File: src/rtl/rom_init_pkg.sv
// Shared state encoding and default masking constants for the ROM initiator.
package rom_init_pkg;

    typedef enum logic [2:0] {
        IDLE     = 3'd0,
        WRITE    = 3'd1,
        READ     = 3'd2,
        CMP_LAST = 3'd3,
        DONE     = 3'd4
    } rom_state_t;

    localparam logic [7:0] DEF_MASK = 8'h5F;
    localparam logic [7:0] DEF_DEFU = 8'hFF;

endpackage

File: src/rtl/rom_expect_gen.sv
// Seeded pattern generator: raw pattern P(addr) and the value the masked memory should hold.
module rom_expect_gen #(
    parameter int DW = 8,
    parameter int AW = 4,
    parameter logic [DW-1:0] MASK = 8'h5F,
    parameter logic [DW-1:0] DEFU = 8'hFF
) (
    input  logic [DW-1:0] seed,
    input  logic [AW-1:0] addr,
    output logic [DW-1:0] pat,
    output logic [DW-1:0] exp
);

    assign pat = seed + DW'(addr);
    assign exp = (pat & MASK) | (DEFU & ~MASK);

endmodule

File: src/rtl/rom_initiator.sv
// Fill/readback sequencer for the masked 16x8 memory.
// Optional FAIL_CAPTURE_EN adds fail_addr/fail_data capture of the first mismatch.
//
//  state    | meaning
//  IDLE     | waiting for start
//  WRITE    | writing P(a) to addresses 0..DEP-1
//  READ     | reading addresses 0..DEP-1, compare lags one cycle
//  CMP_LAST | compare of the final read address
//  DONE     | publish done/pass, drop busy
module rom_initiator
    import rom_init_pkg::*;
#(
    parameter int DW = 8,
    parameter int AW = 4,
    parameter int DEP = 16,
    parameter logic [DW-1:0] MASK = DEF_MASK,
    parameter logic [DW-1:0] DEFU = DEF_DEFU
) (
    input  logic          clk,
    input  logic          rst_n,
    input  logic          start,
    input  logic          op,
    input  logic [DW-1:0] seed,
    output logic          mem_wr,
    output logic [AW-1:0] mem_addr,
    output logic [DW-1:0] mem_data,
    input  logic [DW-1:0] mem_rdata,
    output logic          busy,
    output logic          done,
    output logic          pass,
`ifdef FAIL_CAPTURE_EN
    output logic [AW-1:0] fail_addr,
    output logic [DW-1:0] fail_data,
`endif
    output logic [AW:0]   err_cnt
);

    localparam logic [AW-1:0] LAST = AW'(DEP - 1);

    rom_state_t    state, state_nxt;
    logic [AW-1:0] addr, addr_q;
    logic [DW-1:0] seed_q, rdata_q;
    logic          cmp_vld, mis;
    logic [DW-1:0] pat_wr, exp_wr, pat_cmp, exp_cmp;
    logic          unused_gen;

    rom_expect_gen #(.DW(DW), .AW(AW), .MASK(MASK), .DEFU(DEFU)) u_gen_wr (
        .seed (seed_q),
        .addr (addr),
        .pat  (pat_wr),
        .exp  (exp_wr)
    );

    rom_expect_gen #(.DW(DW), .AW(AW), .MASK(MASK), .DEFU(DEFU)) u_gen_cmp (
        .seed (seed_q),
        .addr (addr_q),
        .pat  (pat_cmp),
        .exp  (exp_cmp)
    );

    assign unused_gen = ^{exp_wr, pat_cmp};

    assign mem_wr   = (state == WRITE);
    assign mem_addr = (state == WRITE || state == READ) ? addr : '0;
    assign mem_data = (state == WRITE) ? pat_wr : '0;
    assign mis      = cmp_vld && (rdata_q != exp_cmp);

    always_ff @(posedge clk or negedge rst_n) begin
        if (!rst_n) state <= IDLE;
        else        state <= state_nxt;
    end

    always_comb begin
        state_nxt = state;
        case (state)
            IDLE:     if (start) state_nxt = op ? READ : WRITE;
            WRITE:    if (addr == LAST) state_nxt = READ;
            READ:     if (addr == LAST) state_nxt = CMP_LAST;
            CMP_LAST: state_nxt = DONE;
            DONE:     state_nxt = IDLE;
            default:  state_nxt = IDLE;
        endcase
    end

    always_ff @(posedge clk or negedge rst_n) begin
        if (!rst_n) begin
            addr    <= '0;
            addr_q  <= '0;
            seed_q  <= '0;
            rdata_q <= '0;
            cmp_vld <= 1'b0;
            busy    <= 1'b0;
            done    <= 1'b0;
            pass    <= 1'b0;
            err_cnt <= '0;
        end else begin
            done    <= 1'b0;
            addr_q  <= addr;
            rdata_q <= mem_rdata;
            cmp_vld <= (state == READ);
            if (mis) err_cnt <= err_cnt + (AW+1)'(1);
            case (state)
                IDLE: if (start) begin
                    seed_q  <= seed;
                    err_cnt <= '0;
                    busy    <= 1'b1;
                    pass    <= 1'b0;
                    addr    <= '0;
                end
                WRITE: addr <= (addr == LAST) ? '0 : addr + AW'(1);
                // READ holds the last address instead of wrapping
                READ:  if (addr != LAST) addr <= addr + AW'(1);
                DONE: begin
                    done <= 1'b1;
                    busy <= 1'b0;
                    pass <= (err_cnt == '0);
                    addr <= '0;
                end
                default: ;
            endcase
        end
    end

`ifdef FAIL_CAPTURE_EN
    logic fail_seen;

    always_ff @(posedge clk or negedge rst_n) begin
        if (!rst_n) begin
            fail_seen <= 1'b0;
            fail_addr <= '0;
            fail_data <= '0;
        end else if (state == IDLE && start) begin
            fail_seen <= 1'b0;
            fail_addr <= '0;
            fail_data <= '0;
        end else if (mis && !fail_seen) begin
            fail_seen <= 1'b1;
            fail_addr <= addr_q;
            fail_data <= rdata_q;
        end
    end
`endif

endmodule

File: config.mk
export PLATFORM = sky130hd
export DESIGN_NAME = rom_initiator
export DESIGN_NICKNAME = d
export VERILOG_FILES = /design/src/rtl/rom_init_pkg.sv /design/src/rtl/rom_expect_gen.sv /design/src/rtl/rom_initiator.sv
export SDC_FILE = /design/constraint.sdc
export NUM_CORES = 1
export LEC_CHECK = 0
export CAP_MARGIN = 20
export CORE_ASPECT_RATIO = 0.9
export CORE_MARGIN = 5
export CORE_UTILIZATION = 30
export CTS_BUF_LIST = sky130_fd_sc_hd__clkbuf_8
export DETAILED_ROUTE_END_ITERATION = 10
export GPL_TIMING_DRIVEN = 0
export PLACE_DENSITY = 0.59
export RECOVER_POWER = 25
export REMOVE_ABC_BUFFERS = 1
export SLEW_MARGIN = 0
export SYNTH_ARGS = -nofsm -noshare
export SYNTH_HDL_FRONTEND = slang
export SYNTH_SLANG_ARGS = --single-unit
export TNS_END_PERCENT = 20
File: constraint.sdc
create_clock -name clk -period 5.15 [get_ports clk]
set_input_delay 0.515 -clock clk [delete_from_list [all_inputs] [get_ports clk]]
set_output_delay 0.515 -clock clk [all_outputs]
set_load 0.005 [all_outputs]
---- After elaboration in Yosys (flattened, before gate mapping) ----
Cells that the tools add are included.
storage, ports and cells
  input port bits ......................... 20
  register bits ........................... 36
  output and inout port bits .............. 21
  logic and storage cells ................. 54
operators by class
  add/sub/neg operators ................... 4
  mux-type cells .......................... 19
  eq/ne operators ......................... 11
  reductions and logical operators ........ 10
operator list
  kind                                                   count
  2-to-1 mux 4 bit                                       4
  case mux 4 bit (4 select lines)                        1
  2-to-1 mux 5 bit                                       3
  case mux 3 bit (4 select lines)                        1
  2-to-1 mux 3 bit                                       3
  adder 8 x 4 -> 8 bit                                   1
  2-to-1 mux 8 bit                                       1
  inequality test 8 bit                                  1
  adder 7 x 4 -> 7 bit                                   1
  == test 3 x 2 -> 1 bit, second input constant          2
  AND reduction 3 bit                                    2
  adder 5 x 1 -> 5 bit, second input constant            1
  logical NOT 5 bit                                      1
  adder 4 x 1 -> 4 bit, second input constant            1
  == test 4 bit, second input constant                   1
  inequality test 2 x 1 -> 1 bit, second input constant  2
  inequality test 2 bit, second input constant           2
  inequality test 4 bit, second input constant           1
  case mux 1 bit (2 select lines)                        2
  AND reduction 2 bit                                    2
  nonzero test 4 bit                                     1
  == test 3 x 1 -> 1 bit, second input constant          1
  == test 3 bit, second input constant                   1
  logical NOT 3 bit                                      1
  5 further kinds                                        7

---- Longest topological paths before layout ----
  word-level depth ........................ 6
  mapped depth ............................ 8
  depth with buffers taken out ............ 8

---- By module ----
A second synthesis with hierarchy kept.
second synthesis, totals
  cell total of the unflattened synthesis .. 207
  area, all modules ....................... 2199.6 um^2
modules (own cells, without submodules)
  module          instances  area an instance (um^2)  cells each
  rom_initiator   1          1629.1                   133
  rom_expect_gen  2          285.3                    37

---- Least setup slack after synthesis ----
Ideal clock, no wire load.
  path kind ............................... register to register
  start point ............................. register seed_q[0]
  end point ............................... register err_cnt[3]
  path buffers ............................ 0
  path slack .............................. 2902 ps
  cell stages (with the launch flop) ...... 9
  required time ........................... 5025 ps
  arrival ................................. 2124 ps
  period minus slack after synthesis ...... 2248 ps
  path through ............................ dfrtp_1 -> ha_1 -> fa_1 -> xor2_1 -> nor3_1 -> nand4b_1 -> a32o_2 -> nand4_1 -> mux2_2
on the way
  longest elaborated chain between the ends .. 6
ends and longest elaborated chain
  what                     RTL line              text
  from (decl)              rom_initiator.sv:42   logic [DW-1:0] seed_q, rdata_q;
  from (signal assigned)   rom_initiator.sv:89   seed_q <= '0;
  from (signal assigned)   rom_initiator.sv:104  seed_q <= seed;
  adder 7 x 4 -> 7 bit *   rom_expect_gen.sv:14  assign pat = seed + DW'(addr);
  inequality test 8 bit *  rom_initiator.sv:66   assign mis = cmp_vld && (rdata_q != exp_cmp);
  logical AND 1 bit *      rom_initiator.sv:66
  2-to-1 mux 5 bit *       rom_initiator.sv:101  if (mis) err_cnt <= err_cnt + (AW+1)'(1);
  2-to-1 mux 5 bit         rom_initiator.sv:103  IDLE: if (start) begin
  2-to-1 mux 5 bit *       rom_initiator.sv:102  case (state)
  to (signal assigned)     rom_initiator.sv:101
  to (decl)                rom_initiator.sv:35   output logic [AW:0] err_cnt
Mark *: on every way between the ends. The rest lies on a longest branch, timed or not.
A chain may end at the register's enable or synchronous reset.

---- Final worst setup path ----
  start point ............................. register addr[0]
  end point ............................... output port mem_data[6]
on the way
  longest elaborated chain between the ends .. 2
ends and longest elaborated chain
  what                    RTL line              text
  from (decl)             rom_initiator.sv:41   logic [AW-1:0] addr, addr_q;
  from (signal assigned)  rom_initiator.sv:110  WRITE: addr <= (addr == LAST) ? '0 : addr + AW'(1);
  from (signal assigned)  rom_initiator.sv:112  READ: if (addr != LAST) addr <= addr + AW'(1);
  adder 8 x 4 -> 8 bit    rom_expect_gen.sv:14
  2-to-1 mux 8 bit        rom_initiator.sv:65   assign mem_data = (state == WRITE) ? pat_wr : '0;
  to (decl)               rom_initiator.sv:26   output logic [DW-1:0] mem_data,
No other way between the ends.

==> impl_metrics.tcl <==
set metrics [dict create \
    cts_root_buffer "clkbuf_8" \
    ant_nets 0 \
    synthTopCellsByArea "dfrtp_1 (48%), ha_1 (7.3%), mux2_2 (6.0%)" \
    min_from "addr[2]" \
    insertion_delay_ns 0.29 \
    row_count 27 \
    diodes 0 \
    routed_wire_length_per_instance_um 13.0 \
    clkPwrFrac_pct 16.1 \
    worst_slack_ns 2.01 \
    cp_max_fo 7 \
    die_h_um 85.3 \
    start_util_pct 30.9 \
    max_freq_mhz 318 \
    cp_cell_sequence "ha_1 > fa_1 > a21o_1 > a21oi_1 > o21ai_0 > a21oi_1 > clkdlybuf4s50_1" \
    ys_warn_count 0 \
    clkTransAtPathRegs_ns 0.07 \
    io_buffer_count 40 \
    synth-seq-area-share_pct 47.7 \
    cpPeakStageDelay_ns 0.53 \
    clkSinkCount 36 \
    p_switching_w 0.000500 \
    setup_viol 0 \
    cts.htree.levels 2 \
    grt_pass1_wl_um 6840 \
    tns_ns 0 \
    finClkSkew_ns 0.00692 \
    whs_endpoint "addr_q[2]" \
    status "finished, violations left" \
    dp.cells 300 \
    post_cts_resized 0 \
    vias_per_cell 4.63 \
    crit_path_start_kind "flip-flop" \
    drv_cap 1 \
    cp_num_buf_inv 1 \
    rrSetupSlack_ns 2.69 \
    place_area_sq_mm 0.00239 \
    rsz0062_at_grt "no" \
    drtIter0Drc 74 \
    worst_slew_pin_slew_ns 1.95 \
    cp_top_family "compound AO/OA/AOI/OAI gates" \
    ctsLongestPathBuffers 2 \
    fin_crit_ns 3.14 \
    syn_area_per_cell_sq_um 10.7 \
    endpoint_kind "output pin" \
    postCtsHoldBufs 0 \
    r2r_end "err_cnt[3]" \
    pwr-share-comb_pct 49.4 \
    drc 0 \
    peakVddDrop_v 0.000174 \
    cts_setup_buffers 0 \
    p_leak_nw 1.08 \
    design_area_sq_mm 0.00249 \
    synthesis.area_sq_mm 0.00189 \
    dp_hpwl_um 2960 \
    syn_inst 177 \
    post-place-ws_ns 2.32 \
    core-area_sq_mm 0.00611 \
    cts_tree "built" \
    die_area_sq_mm 0.00799 \
    swShare_pct 36.7 \
    drv_slew 37 \
    hold_depth 0 \
    grt_usage_pct 10.9 \
    finalHoldViolCount 0 \
    grt_pass1_vias 1458 \
    ioPinCount 41 \
    reg2reg_from "seed_q[0]" \
    yosysTopAreaCell "dfrtp_1" \
    grt_overflow 0 \
    antenna_found_initial 0 \
    reg2reg_depth 8 \
    critical_path.startpoint "addr[0]" \
    synth.distinct_cells 37 \
    syn2layout_area_growth_pct 31.7 \
    die_w_um 93.7 \
    finalWirelength_um 4000 \
    p_per_area_mw_per_mm2 548 \
    layout-drive-gt1-share_pct 10.0 \
    first_pass_iters 4 \
    hp-class "reg2reg" \
    fillCellCount 598 \
    critPathKind "reg2out" \
    violations "max-capacitance violations, max-slew violations" \
    crit_slowest_cell "clkdlybuf4s50_1" \
    vias 1422 \
    gp_congestion 0.702 \
    crit_required_ns 4.64 \
    grt_max_degree 37 \
    ys_ff_latch 36 \
    cp.arrival_ns 2.63 \
    cp_common_cell "a21oi_1" \
    netlist.area_leader.share_pct 47.7 \
    p_int_w 0.000864 \
    numCtsBuffers 5 \
    final_cells 307 \
    finish.net_count 253 \
    period_share_pct 61.0 \
    seqPwrFrac_pct 34.5 \
    relSlewSlack_pct -30.3 \
]
==> cells in the final DEF, fill, tap and decap left out, drive strengths merged, types with 3 or more instances in the layout <==
cell           count
nor2b              6
dlygate4sd3        8
and2               8
clkdlybuf4s50     31
xnor2              4
a21o               3
nand2             13
a32o               3
ha                11
dfrtp             36
clkbuf             8
mux2              10
o21ai              9
nand3              6
xor2               7
a21oi              9
inv                6
nor2              16
nor3               3
==> worst max path at each step <==
stage / to / slack, ns / cells after the start
floorplan: err_cnt[3] / 2.90 / 8
global placement: seed_q[7] / 2.03 / 3
detailed placement: mem_data[6] / 2.32 / 7
CTS: mem_data[6] / 1.98 / 7
global route: mem_data[6] / 1.87 / 7
finish: mem_data[6] / 2.01 / 7
==> kinds of logic (layout without fill, tap and decap cells) <==
logic type / Yosys count / after routing / share of synthesized area (%)
muxes: 12 / 12 / 7.02
and+or+nand+nor: 62 / 62 / 17.2
DFF: 36 / 36 / 47.7
xor gates and xnor gates: 11 / 11 / 5.10
buffers and inverters: 11 / 54 / 2.45
AOI/OAI and AO/OA: 32 / 32 / 11.1
adders and majority gates: 13 / 13 / 9.40
==> power by group through the flow <==
stage	combinational, W	clock, W	sequential (W)
2_1_floorplan	0.000424	0	0.000449
3_3_place_gp	0.000670	0	0.000471
3_5_place_dp	0.000687	0	0.000476
4_1_cts	0.000691	0.000228	0.000471
5_1_grt	0.000759	0.000240	0.000488
6_report	0.000674	0.000220	0.000470
==> cells in the mapped netlist <==
library cell  count
dfrtp_1          36
nor2_1           16
nand2_1          13
ha_1             11
mux2_2           10
a21oi_1           9
o21ai_0           9
and2_1            7
xor2_1            7
inv_1             6
nor2b_1           6
nand3_1           5
xnor2_1           4
a21o_1            3
clkbuf_1          3
nor3_1            3
a32o_1            2
fa_1              2
mux2i_1           2
nand2b_1          2
nand4_1           2
nor3b_1           2
o211ai_1          2
or3_1             2
a211o_1           1
a211oi_1          1
a32o_2            1
and2_4            1
buf_2             1
buf_4             1
nand3_2           1
nand4b_1          1
nor4b_2           1
o2111ai_1         1
o22a_1            1
o22ai_1           1
o41a_1            1
==> registers in the layout, summed over array words and instances (netlist names), 3 cells and up <==
name,cells
seed_q,8
err_cnt,5
addr_q,4
state,3
rdata_q,8
addr,4
==> cell type report <==
cell class / instances / area [sq um] / share of cell area, %
well taps: 87 / 109 / 4.37
flip-flops and latches: 36 / 901 / 36.2
repair buffers: 41 / 409 / 16.4
clock buffers: 7 / 96.3 / 3.87
inverters: 6 / 22.5 / 0.905
multi-input cells: 130 / 951 / 38.2
==> routing by layer <==
layer	GRT usage, %	wire [um]
met5	0	0
met4	3.94	45
met3	3.72	193
met2	18.1	1980
met1	13.3	1780
==> stage by stage <==
stage               util, %  hold WS, ns  total power [W]
global route           40.7        0.499          0.00149
floorplan                 -        0.219         0.000872
global placement       38.8        0.458          0.00114
finish                 40.7        0.470          0.00136
detailed placement     39.1        0.454          0.00116
CTS                    40.7        0.348          0.00139
(Power assumes the default switching activity.)
==> edit 1: new RTL, config.mk and constraints unchanged <==
`AW` is set to 4 in 2 places; all go to 6.
--- a/src/rtl/rom_expect_gen.sv
+++ b/src/rtl/rom_expect_gen.sv
@@ -1,7 +1,7 @@
 // Seeded pattern generator: raw pattern P(addr) and the value the masked memory should hold.
 module rom_expect_gen #(
     parameter int DW = 8,
-    parameter int AW = 4,
+    parameter int AW = 6,
     parameter logic [DW-1:0] MASK = 8'h5F,
     parameter logic [DW-1:0] DEFU = 8'hFF
 ) (
--- a/src/rtl/rom_initiator.sv
+++ b/src/rtl/rom_initiator.sv
@@ -11,7 +11,7 @@
     import rom_init_pkg::*;
 #(
     parameter int DW = 8,
-    parameter int AW = 4,
+    parameter int AW = 6,
     parameter int DEP = 16,
     parameter logic [DW-1:0] MASK = DEF_MASK,
     parameter logic [DW-1:0] DEFU = DEF_DEFU
Ports: changed (resized err_cnt and mem_addr); port bits go from 41 to 45. The function was not compared with the original's and may differ.
==> edit 1 against the original RTL <==
The flow still finishes with violations (capacitance limit, slew limit); power down 0.16%; wire length increased by 29%; area after synthesis grew 19%; design area increased by 17%; count of clock-buffer cells in the layout down 1; clock skew is 0.00077 ns higher; final cell count increased by 22%; first-iteration DRC count fell by 4.1%; clock power grew 3%; setup slack worse by 0.21 ns; sequential power rose by 6.4%; sequential cell count up 6.
==> edit 1: results (changes against the original RTL) <==
[clock_tree]
clockBufferDepth=2  ; unchanged
h-tree-depth=2  ; unchanged
cts_setup_buffers=0  ; unchanged
cts-resized-gates=0  ; unchanged
cts-root-buf=clkbuf_8
path_clk_slew_ns=0.09  ; +0.02 ns
clock_latency_ns=0.30
numCtsBuffers=5  ; unchanged

[place]
routabilityCongestion=0.806  ; +15%
dp_hpwl_um=3860  ; +30%
io_buffers=44  ; +10%
placed_cells=367  ; +22%

[critical_path]
slowest_delay_ns=0.52
slowest_stage=clkdlybuf4s50_1
arrival_ns=2.84  ; +0.21 ns
cp_max_fo=8  ; +1

[route]
wire_per_inst_um=13.7  ; +5.6%
drt_iter0_drc=71  ; -4.1%
dr.pass1.iters=4  ; unchanged
viasPerCell=4.78  ; +3.1%

[finish]
antenna_cells=0  ; unchanged
nets=315  ; +25%
fin_cells=375  ; +22%
drive_gt1_frac=0.0430  ; -0.0570
reg_top3=rdata_q (8), seed_q (8), err_cnt (7)

[global_route]
grt.total_usage=0.119  ; +0.00960
grt_pass1_wl_um=8690  ; +27%
grt_pass1_vias=1846  ; +27%
grt_max_degree=39  ; +5.4%
antenna_found_initial=0  ; unchanged

[synth]
ys_types=41  ; +11%
synth_warnings=0  ; unchanged
postSynthCellCount=229  ; +29%
ys_top_cells_by_count=dfrtp_1 (42), nand2_1 (32), a21oi_1 (17), o21ai_0 (17), ha_1 (15)
async_flop_share=1.00  ; unchanged
synth.area.top_cells=dfrtp_1 (47%), ha_1 (8.4%), nand2_1 (5.3%)
ys_seq_area_frac=0.468  ; -0.00885

[timing]
slew_viol_final=39  ; +5.4%
setup_viol=0  ; unchanged
fin_worst_skew_ns=0.00770  ; +0.000774 ns
slew_headroom=-0.326  ; -0.0229

[run_status]
status=complete, but fails checks
failed_checks=capacitance limit, slew limit

[power_and_ir_drop]
ir_drop_uv=122  ; -30%
p_leak_nw=1.30  ; +21%

[hold_path]
min_path_type=input port to async pin

[job]
maxCapViolations=1  ; unchanged

-- edit 1: cell types whose count changed after synthesis, sizes merged, moves of 7 or more --
cell   delta
nand2    +19
o21ai     +8
or3       +7
a21oi     +8
mux2     -10
-- edit 1: routing by layer --
metal | share of wire | GRT usage | wire length, um
met4 | 0.022 | 0.0509 | 113
met3 | 0.042 | 0.0380 | 214
met5 | 0 | 0 | 0
met2 | 0.47 | 0.190 | 2420
met1 | 0.47 | 0.147 | 2400
-- edit 1: power breakdown --
| group | internal [mW] | switching (mW) | leakage [nW] | total, mW |
|---|---|---|---|---|
| logic | 0.322 | 0.313 | 0.715 | 0.635 |
| clock network | 0.108 | 0.119 | 0.0472 | 0.226 |
| registers | 0.406 | 0.0941 | 0.542 | 0.500 |
| total | 0.836 | 0.525 | 1.30 | 1.36 |
-- edit 1: layout make-up --
class / count / area, um2
fillers: 755 / 4530
repair buffers: 46 / 449
clock inverters: 2 / 12.5
inverters: 8 / 30.0
well taps: 96 / 120
clock buffers: 6 / 82.6
multi-input cells: 175 / 1150
flip-flops and latches: 42 / 1050
-- edit 1: final timing paths --
path	from	to	slack [ns]	cells past startpoint
setup reg to reg	seed_q[0]$_DFFE_PN0P_	err_cnt[6]$_DFF_PN0_	2.19	8
hold / removal	rst_n	state[1]$_DFFE_PN0P_	0.06	1
hold reg to reg	seed_q[7]$_DFFE_PN0P_	seed_q[7]$_DFFE_PN0P_	0.50	2
max in group asynchronous	rst_n	err_cnt[3]$_DFF_PN0_	2.93	2
min in group clk	seed_q[7]$_DFFE_PN0P_	seed_q[7]$_DFFE_PN0P_	0.50	2
setup / recovery	addr[0]$_DFFE_PN0P_	mem_data[6]	1.80	9
-- edit 1: cells by family after synthesis --
family | Yosys count | synth area share
fa+ha+maj | 17 | 0.101
xor+xnor | 15 | 0.0585
compound gates | 56 | 0.154
simple gates | 87 | 0.197
flops | 42 | 0.468
buf+inv | 12 | 0.0206
-- edit 1: through the flow --
stage / area [um2] / power [mW] / worst slack (ns)
detailed placement: 2820 / 1.15 / 2.09
global placement: 2790 / 1.13 / 1.52
global route: 2900 / 1.49 / 1.60
CTS: 2920 / 1.39 / 1.77
finish: 2900 / 1.36 / 1.80
floorplan: 2230 / 0.878 / 2.45
-- edit 1: worst max-delay path: cells and delay by family (launching register included) --
kind / cells / cell delay [ns]
adder cells (fa/ha/maj): 2 / 0.66
buffers and inverters: 1 / 0.52
AO/OA/AOI/OAI: 4 / 0.68
XOR/XNOR: 1 / 0.08
AND/OR/NAND/NOR: 1 / 0.13
flip-flops: 1 / 0.47
==> edit 2: new RTL, same settings <==
Without the edit above. Encoding of `rom_state_t`: now Gray code (3 bits for 5 states).
--- a/src/rtl/rom_init_pkg.sv
+++ b/src/rtl/rom_init_pkg.sv
@@ -2,11 +2,11 @@
 package rom_init_pkg;
 
     typedef enum logic [2:0] {
-        IDLE     = 3'd0,
-        WRITE    = 3'd1,
-        READ     = 3'd2,
-        CMP_LAST = 3'd3,
-        DONE     = 3'd4
+        IDLE     = 3'b000,
+        WRITE    = 3'b001,
+        READ     = 3'b011,
+        CMP_LAST = 3'b010,
+        DONE     = 3'b110
     } rom_state_t;
 
     localparam logic [7:0] DEF_MASK = 8'h5F;
Check against the original RTL: no difference found for any inputs over 10 cycles, from zero or initial values and one cycle with rst_n low; not proved beyond that.
==> edit 2 against the original RTL <==
The run still ends with capacitance limit, slew limit left; highest routed layer unchanged; first-iteration DRC count decreased by 19%; area after synthesis decreased by 0.93%; design area decreased by 2.3%; wire length increased by 5.5%; non-clock buffer count decreased by 1; setup slack got worse by 0.045 ns; maximum frequency decreased by 1.4%; sequential cell count unchanged; largest cell class unchanged; power increased by 6.5%.
==> edit 2: results (changes against the original RTL) <==
[place]
routabilityCongestion=0.686  ; -2.3%
placed_cells=298  ; -0.67%
dp_hpwl_um=3020  ; +2.3%

[timing]
slew_viol_final=37  ; unchanged
fin_worst_skew_ns=0.00819  ; +0.00127 ns

[finish]
multi_input_gates=144  ; +11%
postLayoutCellArea_um2=2430  ; -2.3%
multi_input_area_share=0.377  ; -0.00536
seq_share=0.371  ; +0.00857
fin_cells=306  ; -0.33%
nets=266  ; +5.1%
fillers=609  ; +1.8%
drive_gt1_frac=0.0556  ; -0.0444
buffer_area_frac=0.162  ; -0.00228

[global_route]
use_met1=0.139  ; +0.00670
gr-usage-met2=0.182  ; +0.00195
grt_use_met3=0.0355  ; -0.00177
grt_pass1_wl_um=6980  ; +2.0%
grt_pass1_vias=1533  ; +5.1%

[synth]
synth.area.top_cells=dfrtp_1 (48%), nand2_1 (8.0%), ha_1 (7.4%)
ys_types=36  ; -2.7%
ys_top_cells_by_count=nand2_1 (40), dfrtp_1 (36), a21oi_1 (12)
netlist_area_um2=1870  ; -0.93%
ys_seq_area_frac=0.481  ; +0.00446

[power_and_ir_drop]
p_leak_nw=1.12  ; +4.1%
swShare=0.386  ; +0.0188

[critical_path]
reg2reg_to=err_cnt[2]$_DFF_PN0_
cp_max_fo=8  ; +1

[route]
wl_met3_um=167  ; -13%
drt_iter0_drc=60  ; -19%
drt-met1-wl_um=1990  ; +12%
drt-total-wl_um=4210  ; +5.5%
viasPerCell=4.89  ; +5.5%

[hold_path]
holdPathStages=2  ; +2
min_to=busy$_DFFE_PN0P_

[run_status]
status=complete, but fails checks
failed_checks=capacitance limit, slew limit

[job]
maxCapViolations=1  ; unchanged

edit 2: changes by cell type after synthesis, moves of 3 or more:
| cell | change |
|---|---|
| nand2_1 | +27 |
| mux2_2 | -10 |
| nor2_1 | -7 |
| a21oi_1 | +3 |
| clkbuf_1 | +4 |
edit 2: cell families (layout without fill, tap and decap cells):
family	count (synthesis)	in the layout	share of synthesized area
adders and majority gates	13	13	0.0949
buffers and inverters	14	54	0.0321
muxes	1	1	0.00535
AOI/OAI and AO/OA	34	34	0.116
xor gates and xnor gates	11	11	0.0515
and+or+nand+nor	85	85	0.219
DFF	36	36	0.481
edit 2: power by group through the flow:
stage | Sequential, mW | Combinational [mW] | Clock (mW)
finish | 0.516 | 0.693 | 0.245
floorplan | 0.488 | 0.440 | 0
detailed placement | 0.519 | 0.699 | 0
global route | 0.535 | 0.781 | 0.264
global placement | 0.515 | 0.691 | 0
CTS | 0.516 | 0.704 | 0.253
